**src/rtl/alu_regfile_ctrl.sv**
```systemverilog
// alu_regfile_ctrl: multi-cycle sequencer for the 8-bit ALU / 4-entry
// register file datapath. It accepts one 18-bit instruction per valid/ready
// handshake and walks it through IDLE -> DECODE -> EXEC -> WB/BRANCH.
// Every datapath control is a register that is loaded with the value that
// belongs to the state being entered, so the outputs track the state without
// any combinational path to the ports.
// Optional build macro: OVF_TRAP_EN adds the ovf_trap output. When it is set,
// an overflowing R/I result is dropped and signalled instead of written.
module alu_regfile_ctrl #(
    parameter int INSTR_W = 18,
    parameter int DATA_W  = 8
) (
    input  logic               clk,
    input  logic               rst,
    input  logic               instr_valid,
    output logic               instr_ready,
    input  logic [INSTR_W-1:0] instr,
    output logic [1:0]         rd0_addr,
    output logic [1:0]         rd1_addr,
    output logic [1:0]         wr_addr,
    output logic [DATA_W:0]    wr_data,
    output logic               reg_read,
    output logic               reg_write,
    output logic               alu_src0,
    output logic               alu_src1,
    output logic [8:0]         instr_i,
    output logic [2:0]         alu_op,
    input  logic [DATA_W-1:0]  result,
    input  logic               ovf,
    input  logic               zero,
    output logic               busy,
    output logic               done,
    output logic               branch_taken,
    output logic [8:0]         branch_offset
`ifdef OVF_TRAP_EN
    ,
    output logic               ovf_trap
`endif
);

    typedef enum logic [2:0] {
        ST_IDLE   = 3'd0,
        ST_DECODE = 3'd1,
        ST_EXEC   = 3'd2,
        ST_WB     = 3'd3,
        ST_BRANCH = 3'd4
    } state_t;

    localparam logic [1:0] CLS_R   = 2'b00;
    localparam logic [1:0] CLS_I   = 2'b01;
    localparam logic [1:0] CLS_BEQ = 2'b10;
    localparam logic [1:0] CLS_LI  = 2'b11;

    // BEQ compares by subtraction regardless of the op field
    localparam logic [2:0] OP_CMP  = 3'b110;

    // Writeback is one bit wider than the ALU: replicate the sign bit
    function automatic logic [DATA_W:0] sext_result(input logic [DATA_W-1:0] r);
        return {r[DATA_W-1], r};
    endfunction

    state_t state_r;
    state_t next_state_s;

    // Latched instruction fields
    logic [1:0] cls_r;
    logic [2:0] op_r;
    logic [1:0] rd_r;
    logic [1:0] rs_r;
    logic [8:0] imm_r;

    // Fields of the instruction currently on the bus
    logic [1:0] in_cls_s;
    logic [2:0] in_op_s;
    logic [1:0] in_rd_s;
    logic [1:0] in_rs_s;
    logic [8:0] in_imm_s;

    // Fields that apply to the state being entered
    logic [1:0] f_cls_s;
    logic [2:0] f_op_s;
    logic [1:0] f_rd_s;
    logic [1:0] f_rs_s;
    logic [8:0] f_imm_s;

    logic accept_s;
    logic trap_s;

    // Next values of the registered outputs
    logic       ready_nx_s;
    logic [1:0] rd0_nx_s;
    logic [1:0] rd1_nx_s;
    logic [1:0] wr_addr_nx_s;
    logic [DATA_W:0] wr_data_nx_s;
    logic       reg_read_nx_s;
    logic       reg_write_nx_s;
    logic       src0_nx_s;
    logic       src1_nx_s;
    logic [8:0] instr_i_nx_s;
    logic [2:0] alu_op_nx_s;
    logic       busy_nx_s;
    logic       done_nx_s;
    logic       taken_nx_s;
    logic [8:0] offset_nx_s;
    logic       trap_nx_s;

    assign in_cls_s = instr[17:16];
    assign in_op_s  = instr[15:13];
    assign in_rd_s  = instr[12:11];
    assign in_rs_s  = instr[10:9];
    assign in_imm_s = instr[8:0];

    // instr_ready is only high in IDLE, so this is the whole handshake
    assign accept_s = instr_valid && instr_ready;

`ifdef OVF_TRAP_EN
    assign trap_s = ovf && ((f_cls_s == CLS_R) || (f_cls_s == CLS_I));
`else
    // Overflow is deliberately ignored in this build; the wrapped result is written
    logic unused_ovf_s;
    assign unused_ovf_s = ovf;
    assign trap_s       = 1'b0;
`endif

    // Select the fields that describe the state being entered
    always_comb begin
        if (accept_s) begin
            f_cls_s = in_cls_s;
            f_op_s  = in_op_s;
            f_rd_s  = in_rd_s;
            f_rs_s  = in_rs_s;
            f_imm_s = in_imm_s;
        end else begin
            f_cls_s = cls_r;
            f_op_s  = op_r;
            f_rd_s  = rd_r;
            f_rs_s  = rs_r;
            f_imm_s = imm_r;
        end
    end

    // Next-state decode
    always_comb begin
        next_state_s = state_r;
        case (state_r)
            ST_IDLE: begin
                if (accept_s) begin
                    next_state_s = ST_DECODE;
                end else begin
                    next_state_s = ST_IDLE;
                end
            end
            ST_DECODE: begin
                if (cls_r == CLS_LI) begin
                    next_state_s = ST_WB;
                end else begin
                    next_state_s = ST_EXEC;
                end
            end
            ST_EXEC: begin
                if (cls_r == CLS_BEQ) begin
                    next_state_s = ST_BRANCH;
                end else begin
                    next_state_s = ST_WB;
                end
            end
            ST_WB:     next_state_s = ST_IDLE;
            ST_BRANCH: next_state_s = ST_IDLE;
            default:   next_state_s = ST_IDLE;
        endcase
    end

    // Output values for the state being entered; result/zero/ovf are captured
    // here on the edge that leaves EXEC
    always_comb begin
        ready_nx_s     = 1'b0;
        rd0_nx_s       = 2'b00;
        rd1_nx_s       = 2'b00;
        wr_addr_nx_s   = 2'b00;
        wr_data_nx_s   = {(DATA_W+1){1'b0}};
        reg_read_nx_s  = 1'b0;
        reg_write_nx_s = 1'b0;
        src0_nx_s      = 1'b0;
        src1_nx_s      = 1'b0;
        instr_i_nx_s   = 9'd0;
        alu_op_nx_s    = 3'b000;
        busy_nx_s      = (next_state_s != ST_IDLE);
        done_nx_s      = 1'b0;
        taken_nx_s     = 1'b0;
        offset_nx_s    = 9'd0;
        trap_nx_s      = 1'b0;
        case (next_state_s)
            ST_IDLE: begin
                ready_nx_s = 1'b1;
            end
            ST_DECODE, ST_EXEC: begin
                reg_read_nx_s = 1'b1;
                rd0_nx_s      = f_rs_s;
                case (f_cls_s)
                    CLS_R:   rd1_nx_s = f_imm_s[1:0];
                    CLS_BEQ: rd1_nx_s = f_rd_s;
                    default: rd1_nx_s = 2'b00;
                endcase
                src0_nx_s    = 1'b0;
                src1_nx_s    = (f_cls_s == CLS_I);
                instr_i_nx_s = f_imm_s;
                if (next_state_s == ST_EXEC) begin
                    if (f_cls_s == CLS_BEQ) begin
                        alu_op_nx_s = OP_CMP;
                    end else begin
                        alu_op_nx_s = f_op_s;
                    end
                end else begin
                    alu_op_nx_s = 3'b000;
                end
            end
            ST_WB: begin
                done_nx_s    = 1'b1;
                wr_addr_nx_s = f_rd_s;
                if (f_cls_s == CLS_LI) begin
                    wr_data_nx_s = f_imm_s;
                end else begin
                    wr_data_nx_s = sext_result(result);
                end
                trap_nx_s      = trap_s;
                reg_write_nx_s = !trap_s;
            end
            ST_BRANCH: begin
                done_nx_s   = 1'b1;
                taken_nx_s  = zero;
                offset_nx_s = f_imm_s;
            end
            default: begin
                ready_nx_s = 1'b0;
            end
        endcase
    end

    // State register and instruction latch
    always_ff @(posedge clk) begin
        if (rst) begin
            state_r <= ST_IDLE;
            cls_r   <= 2'b00;
            op_r    <= 3'b000;
            rd_r    <= 2'b00;
            rs_r    <= 2'b00;
            imm_r   <= 9'd0;
        end else begin
            state_r <= next_state_s;
            if (accept_s) begin
                cls_r <= in_cls_s;
                op_r  <= in_op_s;
                rd_r  <= in_rd_s;
                rs_r  <= in_rs_s;
                imm_r <= in_imm_s;
            end else begin
                cls_r <= cls_r;
                op_r  <= op_r;
                rd_r  <= rd_r;
                rs_r  <= rs_r;
                imm_r <= imm_r;
            end
        end
    end

    // Registered outputs; reset drops any pending write or done pulse
    always_ff @(posedge clk) begin
        if (rst) begin
            instr_ready   <= 1'b1;
            rd0_addr      <= 2'b00;
            rd1_addr      <= 2'b00;
            wr_addr       <= 2'b00;
            wr_data       <= {(DATA_W+1){1'b0}};
            reg_read      <= 1'b0;
            reg_write     <= 1'b0;
            alu_src0      <= 1'b0;
            alu_src1      <= 1'b0;
            instr_i       <= 9'd0;
            alu_op        <= 3'b000;
            busy          <= 1'b0;
            done          <= 1'b0;
            branch_taken  <= 1'b0;
            branch_offset <= 9'd0;
        end else begin
            instr_ready   <= ready_nx_s;
            rd0_addr      <= rd0_nx_s;
            rd1_addr      <= rd1_nx_s;
            wr_addr       <= wr_addr_nx_s;
            wr_data       <= wr_data_nx_s;
            reg_read      <= reg_read_nx_s;
            reg_write     <= reg_write_nx_s;
            alu_src0      <= src0_nx_s;
            alu_src1      <= src1_nx_s;
            instr_i       <= instr_i_nx_s;
            alu_op        <= alu_op_nx_s;
            busy          <= busy_nx_s;
            done          <= done_nx_s;
            branch_taken  <= taken_nx_s;
            branch_offset <= offset_nx_s;
        end
    end

`ifdef OVF_TRAP_EN
    // Overflow trap pulse, coincident with done in WB
    always_ff @(posedge clk) begin
        if (rst) begin
            ovf_trap <= 1'b0;
        end else begin
            ovf_trap <= trap_nx_s;
        end
    end
`else
    logic unused_trap_nx_s;
    assign unused_trap_nx_s = trap_nx_s;
`endif

endmodule

```
**config.mk**
```make
export PLATFORM = sky130hd
export DESIGN_NAME = alu_regfile_ctrl
export DESIGN_NICKNAME = d
export VERILOG_FILES = /design/src/rtl/alu_regfile_ctrl.sv
export SDC_FILE = /design/constraint.sdc
export NUM_CORES = 1
export LEC_CHECK = 0
export BUFFER_PORTS_ARGS = -buffer_cell sky130_fd_sc_hd__buf_2
export CORE_ASPECT_RATIO = 0.6
export CORE_MARGIN = 5
export CORE_UTILIZATION = 26
export DETAILED_ROUTE_END_ITERATION = 8
export HOLD_SLACK_MARGIN = 0.05
export PLACE_DENSITY_LB_ADDON = 0.1
export SETUP_SLACK_MARGIN = 0.1
export SLEW_MARGIN = 25
export SYNTH_ARGS = -nofsm -noshare
export SYNTH_HDL_FRONTEND = slang
export SYNTH_SLANG_ARGS = --single-unit
```
**constraint.sdc**
```tcl
create_clock -name clk -period 1.3 [get_ports clk]
set_input_delay 0.195 -clock clk [delete_from_list [all_inputs] [get_ports clk]]
set_output_delay 0.195 -clock clk [all_outputs]
set_load 0.01 [all_outputs]
```
==> results of run 1 <==
-- worst register-to-register path, cell delays in order (launching register included) --
cell       delay [ns]
dfxtp_4          0.38
nand2_8          0.09
buf_12           0.16
a21o_4           0.25
a2111oi_4        0.36
-- timing repair --
item / CTS / global route
gates cloned: 4 / 1
endpoints found under the setup margin: 24 / 53
buffers inserted: 9 / 4
pin swaps: 11 / 16
resized for setup: 47 / 50
-- through the flow --
step	std cells	utilization [%]	cell area, µm²	hold slack (ns)
finish	430	45.34	3835	0.08289
global route	430	45.34	3835	0.09080
CTS	426	42.63	3606	0.06742
detailed placement	398	34.69	2934	0.4167
global placement	398	34.69	2934	0.4183
floorplan	197	-	2263	0.3072
-- how the worst max path moves through the flow --
stage,startpoint,end,slack (ns),cells after the start
detailed placement,instr_ready,wr_data[4],-0.03,5
global route,instr_ready,wr_data[5],-0.07,4
floorplan,state_r[1],wr_data[4],0.04,4
finish,instr_ready,wr_data[5],-0.04,4
CTS,instr_ready,wr_data[3],-0.02,4
global placement,instr_ready,wr_data[4],0.005,5
-- cell usage in the layout, fill, tap and decap left out, types with 7 or more instances in the layout --
| master | count |
|---|---|
| clkbuf_16 | 9 |
| mux2i_1 | 11 |
| a2111oi_4 | 7 |
| mux2i_4 | 9 |
| buf_4 | 22 |
| buf_6 | 16 |
| dfxtp_1 | 60 |
| a211oi_2 | 8 |
| nor2_2 | 9 |
| a21oi_2 | 8 |
| buf_2 | 73 |
| nor2_1 | 18 |
-- routing by layer --
metal / up-vias / wire [µm] / part of all wire (%)
li1: 936 / - / -
met2: 60 / 2894 / 41
met5: - / 0 / 0
met4: 0 / 100 / 1.4
met1: 898 / 3601 / 51
met3: 8 / 499 / 7.0
-- power groups by stage --
| stage | clock [mW] | combinational [mW] | sequential [mW] |
|---|---|---|---|
| 6_report | 2.17 | 1.19 | 2.15 |
| 5_1_grt | 2.34 | 1.27 | 2.16 |
| 4_1_cts | 2.23 | 1.05 | 2.14 |
| 3_5_place_dp | 0 | 0.772 | 2.17 |
| 3_3_place_gp | 0 | 0.770 | 2.17 |
| 2_1_floorplan | 0 | 0.390 | 2.21 |
-- sequential cells by signal, summed over array words and instances (netlist names) --
signal,flops
branch_offset,9
imm_r,9
instr_i,9
wr_data,9
alu_op,3
op_r,3
state_r,3
cls_r,2
rd0_addr,2
rd1_addr,2
rd_r,2
rs_r,2
wr_addr,2
alu_src1,1
branch_taken,1
busy,1
done,1
instr_ready,1
reg_read,1
reg_write,1
-- logic make-up (layout without fill, tap and decap cells) --
| group | after synthesis | count (layout) | synth area share, % |
|---|---|---|---|
| buffers and inverters | 16 | 136 | 4.626 |
| DFF | 64 | 64 | 57.08 |
| other | 1 | 1 | 0.1671 |
| AOI/OAI and AO/OA | 39 | 40 | 14.72 |
| muxes | 25 | 25 | 11.37 |
| and+or+nand+nor | 52 | 52 | 12.04 |
-- cell type report --
cell class	instances	area share [%]
inverter	2	0.1958
multi-input combinational	118	32.79
clock buffer	15	6.982
timing repair buffer	119	22.77
tap	112	3.654
sequential	64	33.61
==> out/qor.yml, run 1 <==
vias_per_cell: 4.423
hp-class: "in -> reg"
dp_slack_ns: -0.02515
grt_overflow: 0
grt_max_degree: 14
crit_buf_inv: 1
slew_viol_final: 0
synth_ff_type: "dfxtp_1"
dieArea_um2: 10650
drc: 0
reg2reg_to: "wr_data[5]"
globalRouteMet1Util_pct: 19.34
layout-drive-gt1-share_pct: 62.89
fmax_mhz: 746.2
synth_top_area_share_pct: 57.08
nets: 345
grt.met3_usage_pct: 5.848
die_h_um: 81.97
ir_drop_mv: 0.8159
min_from: "zero"
clk_latency_ns: 0.32
dr_total_vias: 1902
violations: "negative setup slack"
pwr-share-comb_pct: 21.5
holdPathEnd: "branch_taken"
io_pins: 75
area_growth_pct: 70.85
rrSetupSlack_ns: -0.04
fin_crit_ns: 1.340
synth.most_common_cell: "dfxtp_1"
ys_warn_count: 0
cts_buffers: 9
cts_hold_buf: 0
port_buffers: 72
drtPass1Iterations: 4
rsz0062_at_grt: "true"
fin_crit_sh_pct: 103.1
hold_depth: 3
die_w_um: 130.0
synth_nets: 228
powerDensity_nw_per_um2: 1436
setup_tns_ns: -0.05757
crit_required_ns: 1.52
yosys.area.top_type: "dfxtp_1"
avgRoutedWirePerCell_um: 16.50
synth.ff_latch_count: 64
path_cells: "nand2_8 -> buf_12 -> a21o_4 -> a2111oi_4"
drt_iter0_markers: 38
yosys-top-cells-count: "dfxtp_1, nor2_1, mux2i_1, a21oi_1, a211oi_1"
antenna_left: 0
use_met2_pct: 18.45
core_um2: 8458
seqCellArea_um2: 1289
critPathKind: "reg -> reg"
fin_skew_ns: 0.006011
gp_congestion: 0.7279
cpLargestDelayFamily: "compound AO/OA/AOI/OAI gates"
grt_pass1_vias: 1916
busiest_layer: "met1"
synth-edff-count: 0
cts_buffer_depth: 2
cts_num_sinks: 64
initial_core_util_pct: 26.54
fillers: 860
rr_worst_depth: 4
max-cap-violations: 0
p_leak_nw: 1.653
grtUsageTotal_pct: 13.74
cts.clk_slew.worst_paths_ns: 0.05
final.setup.worst_slack_ns: -0.04018
worstReg2RegStart: "instr_ready"
drt_wl_total_um: 7095
cpPeakStageDelay_ns: 0.38
netlist_instances: 197
multi_input_area_um2: 1257
status: "complete, but fails checks"
switching_power_mw: 1.429
cp.arrival_ns: 1.56
cts_root_buffer: "clkbuf_16"
intPower_mw: 4.077
finalHoldViolations: 0
htree_levels: 3
seqPwrFrac_pct: 39.1
switching_share_pct: 25.96
syn-cell-area_um2: 2245
worst_setup_path_start_kind: "flop"
std_cell_rows: 26
diodes: 0
cpMaxStageDelayCell: "dfxtp_4"
cp_max_fo: 7
synthTopCellsByArea: "dfxtp_1, mux2i_1, a2111oi_2"
setup_viol: 5
dp_hpwl_um: 4640
cts_tree: "done"
power.share.clock_pct: 39.4
worstSetupEndpointType: "flop"
antenna_found_initial: 0
power.total_mw: 5.506
grt_pass1_wl_um: 10470
postSynthAreaPerCell_um2: 11.39
synth-async-reset-ratio_pct: 0
synth_cell_types: 33
yosysSeqAreaShare_pct: 57.08
No activity file was read; power rests on OpenSTA's default activity.
==> inputs of run 2 (changes only) <==
--- a/config.mk
+++ b/config.mk
@@ -7,7 +7,7 @@
 export LEC_CHECK = 0
 export BUFFER_PORTS_ARGS = -buffer_cell sky130_fd_sc_hd__buf_2
 export CORE_ASPECT_RATIO = 0.6
-export CORE_MARGIN = 5
+export CORE_MARGIN = 2
 export CORE_UTILIZATION = 26
 export DETAILED_ROUTE_END_ITERATION = 8
 export HOLD_SLACK_MARGIN = 0.05
==> run 2 against run 1 <==
The run still ends with negative setup slack left. Power decreased by 1.2%. Routed wire length decreased by 8.2%. Sequential power about the same. Critical path type unchanged. Critical endpoint unchanged. Largest power group is now registers. Highest routed layer unchanged.
==> out/qor.yml, run 2 (synthesis gave the netlist of run 1 again) <==
max-cap-violations: 0  # unchanged
layout-drive-gt1-share_pct: 62.15  # -0.75 points
worstSetupEndpointType: "flop"
avgRoutedWirePerCell_um: 15.17  # -8.0%
rr_worst_depth: 4  # unchanged
port_buffers: 72  # unchanged
grt_pass1_vias: 1812  # -5.4%
final_core_util_pct: 44.88  # -0.46 points
dr_total_vias: 1854  # -2.5%
die_w_um: 124.0  # -4.6%
worstReg2RegStart: "instr_ready"
fin_crit_sh_pct: 100.7  # -2.3 points
fmax_mhz: 763.5  # +2.3%
clk_latency_ns: 0.33  # about the same
vias_per_cell: 4.322  # -2.3%
initial_core_util_pct: 26.54  # unchanged
grtUsageTotal_pct: 14.80  # +1.1 points
nets: 346  # +0.29%
final.setup.worst_slack_ns: -0.009681  # +0.03050 ns
dpl.cell_count: 401  # +0.75%
dieArea_um2: 9417  # -12%
hp-class: "in -> reg"
htree_levels: 3  # unchanged
reg2reg_to: "wr_data[5]"
rrSetupSlack_ns: -0.01  # +0.03 ns
setup_tns_ns: -0.03489  # +0.02268 ns
crit_required_ns: 1.53  # about the same
io_pins: 75  # unchanged
cts_tree: "done"
status: "complete, but fails checks"
worst_setup_path_start_kind: "flop"
cts.clk_slew.worst_paths_ns: 0.05  # about the same
grt_max_degree: 13  # -1
diodes: 0  # unchanged
antenna_left: 0  # unchanged
violations: "negative setup slack"
fin_area_um2: 3796  # -1.0%
seqCellArea_um2: 1289  # unchanged
drt_wl_total_um: 6510  # -8.2%
cts_root_buffer: "clkbuf_16"
std_cell_rows: 26  # unchanged
cts_buffers: 9  # unchanged
slew_viol_final: 0  # unchanged
cp_max_fo: 8  # +1
fin_skew_ns: 0.005107  # -0.0009034 ns
area_growth_pct: 69.12
power.total_mw: 5.441  # -1.2%
ir_drop_mv: 0.7019  # -14%
layout_commonest_cell: "buf_2"
rsz0062_at_grt: "true"
whs_ns: 0.07193  # -0.01096 ns
critPathKind: "reg -> reg"
die_h_um: 75.97  # -7.3%
p_leak_nw: 1.657  # +0.24%
grt_pass1_wl_um: 9908  # -5.3%
drc: 0  # unchanged
cp.arrival_ns: 1.54  # -0.02 ns
finalHoldViolations: 0  # unchanged
dp_hpwl_um: 4418  # -4.8%
min_from: "zero"
setup_viol: 4  # -1
powerDensity_nw_per_um2: 1433  # -0.17%
antenna_found_initial: 0  # unchanged
stdcell_count: 429  # -0.23%
holdPathEnd: "branch_taken"
multi_input_area_um2: 1229  # -2.3%
hold_depth: 3  # unchanged
grt_overflow: 0  # unchanged
core_um2: 8458  # unchanged
dp_slack_ns: -0.04418  # -0.01903 ns
place_area_um2: 2957  # +0.77%
fin_crit_ns: 1.310  # -0.03050 ns
cts_hold_buf: 0  # unchanged
drtPass1Iterations: 4  # unchanged
fillers: 832  # -3.3%
gp_congestion: 0.7694  # +5.7%
cts_num_sinks: 64  # unchanged
drt_iter0_markers: 68  # +79%
mostFrequentLayoutCells: "buf_2, dfxtp_1, buf_4"
cts_buffer_depth: 2  # unchanged
[run 2: cell types whose count changed in the layout (fill, tap and decap cells not counted), sizes merged]
cell and change:
clkbuf -3, clkinv +1, bufbuf +1
[run 2: power by group]
part | switching, mW | leakage (nW) | internal [mW] | total [mW]
clock network | 0.787 | 0.130 | 1.35 | 2.14
registers | 0.0593 | 0.522 | 2.09 | 2.15
logic | 0.557 | 1.00 | 0.593 | 1.15
total | 1.40 | 1.66 | 4.04 | 5.44
[run 2: routing by layer]
metal  wire length (µm)  GRT usage, %  part of all wire [%]
met5                  0             0                     0
met2               2497         18.52                    38
met1               3400         21.49                    52
met4                 97         5.730                   1.5
met3                513         6.961                   7.9
[run 2: worst max-delay path by stage]
| stage | from | endpoint | depth (start not counted) |
|---|---|---|---|
| finish | instr_ready | wr_data[5] | 4 |
| global route | instr_ready | rd1_addr[1] | 4 |
| CTS | instr_ready | wr_data[4] | 4 |
| detailed placement | instr_ready | wr_data[2] | 5 |
| global placement | instr_ready | wr_data[4] | 5 |
| floorplan | state_r[1] | wr_data[4] | 4 |
[run 2: worst max-delay path, cell delays in order (launching register included)]
cell and delay [ns]:
dfxtp_4 0.38, nand2_8 0.08, buf_12 0.15, a21o_4 0.25, a2111oi_4 0.34
[run 2: area by class of cell]
| class | instances | area share (%) |
|---|---|---|
| clock buffer | 12 | 6.757 |
| inverter | 2 | 0.1978 |
| clock inverter | 1 | 0.1318 |
| tap | 112 | 3.691 |
| multi-input combinational | 118 | 32.37 |
| sequential | 64 | 33.95 |
| timing repair buffer | 120 | 22.91 |
[run 2: repair_timing]
| action | CTS | global route |
|---|---|---|
| gates resized for setup | 42 | 37 |
| hold endpoints to repair | 0 | 0 |
| buffers inserted | 5 | 7 |
| gates cloned | 3 | 0 |
| endpoints found under the setup margin | 31 | 51 |
| pin swaps | 11 | 16 |
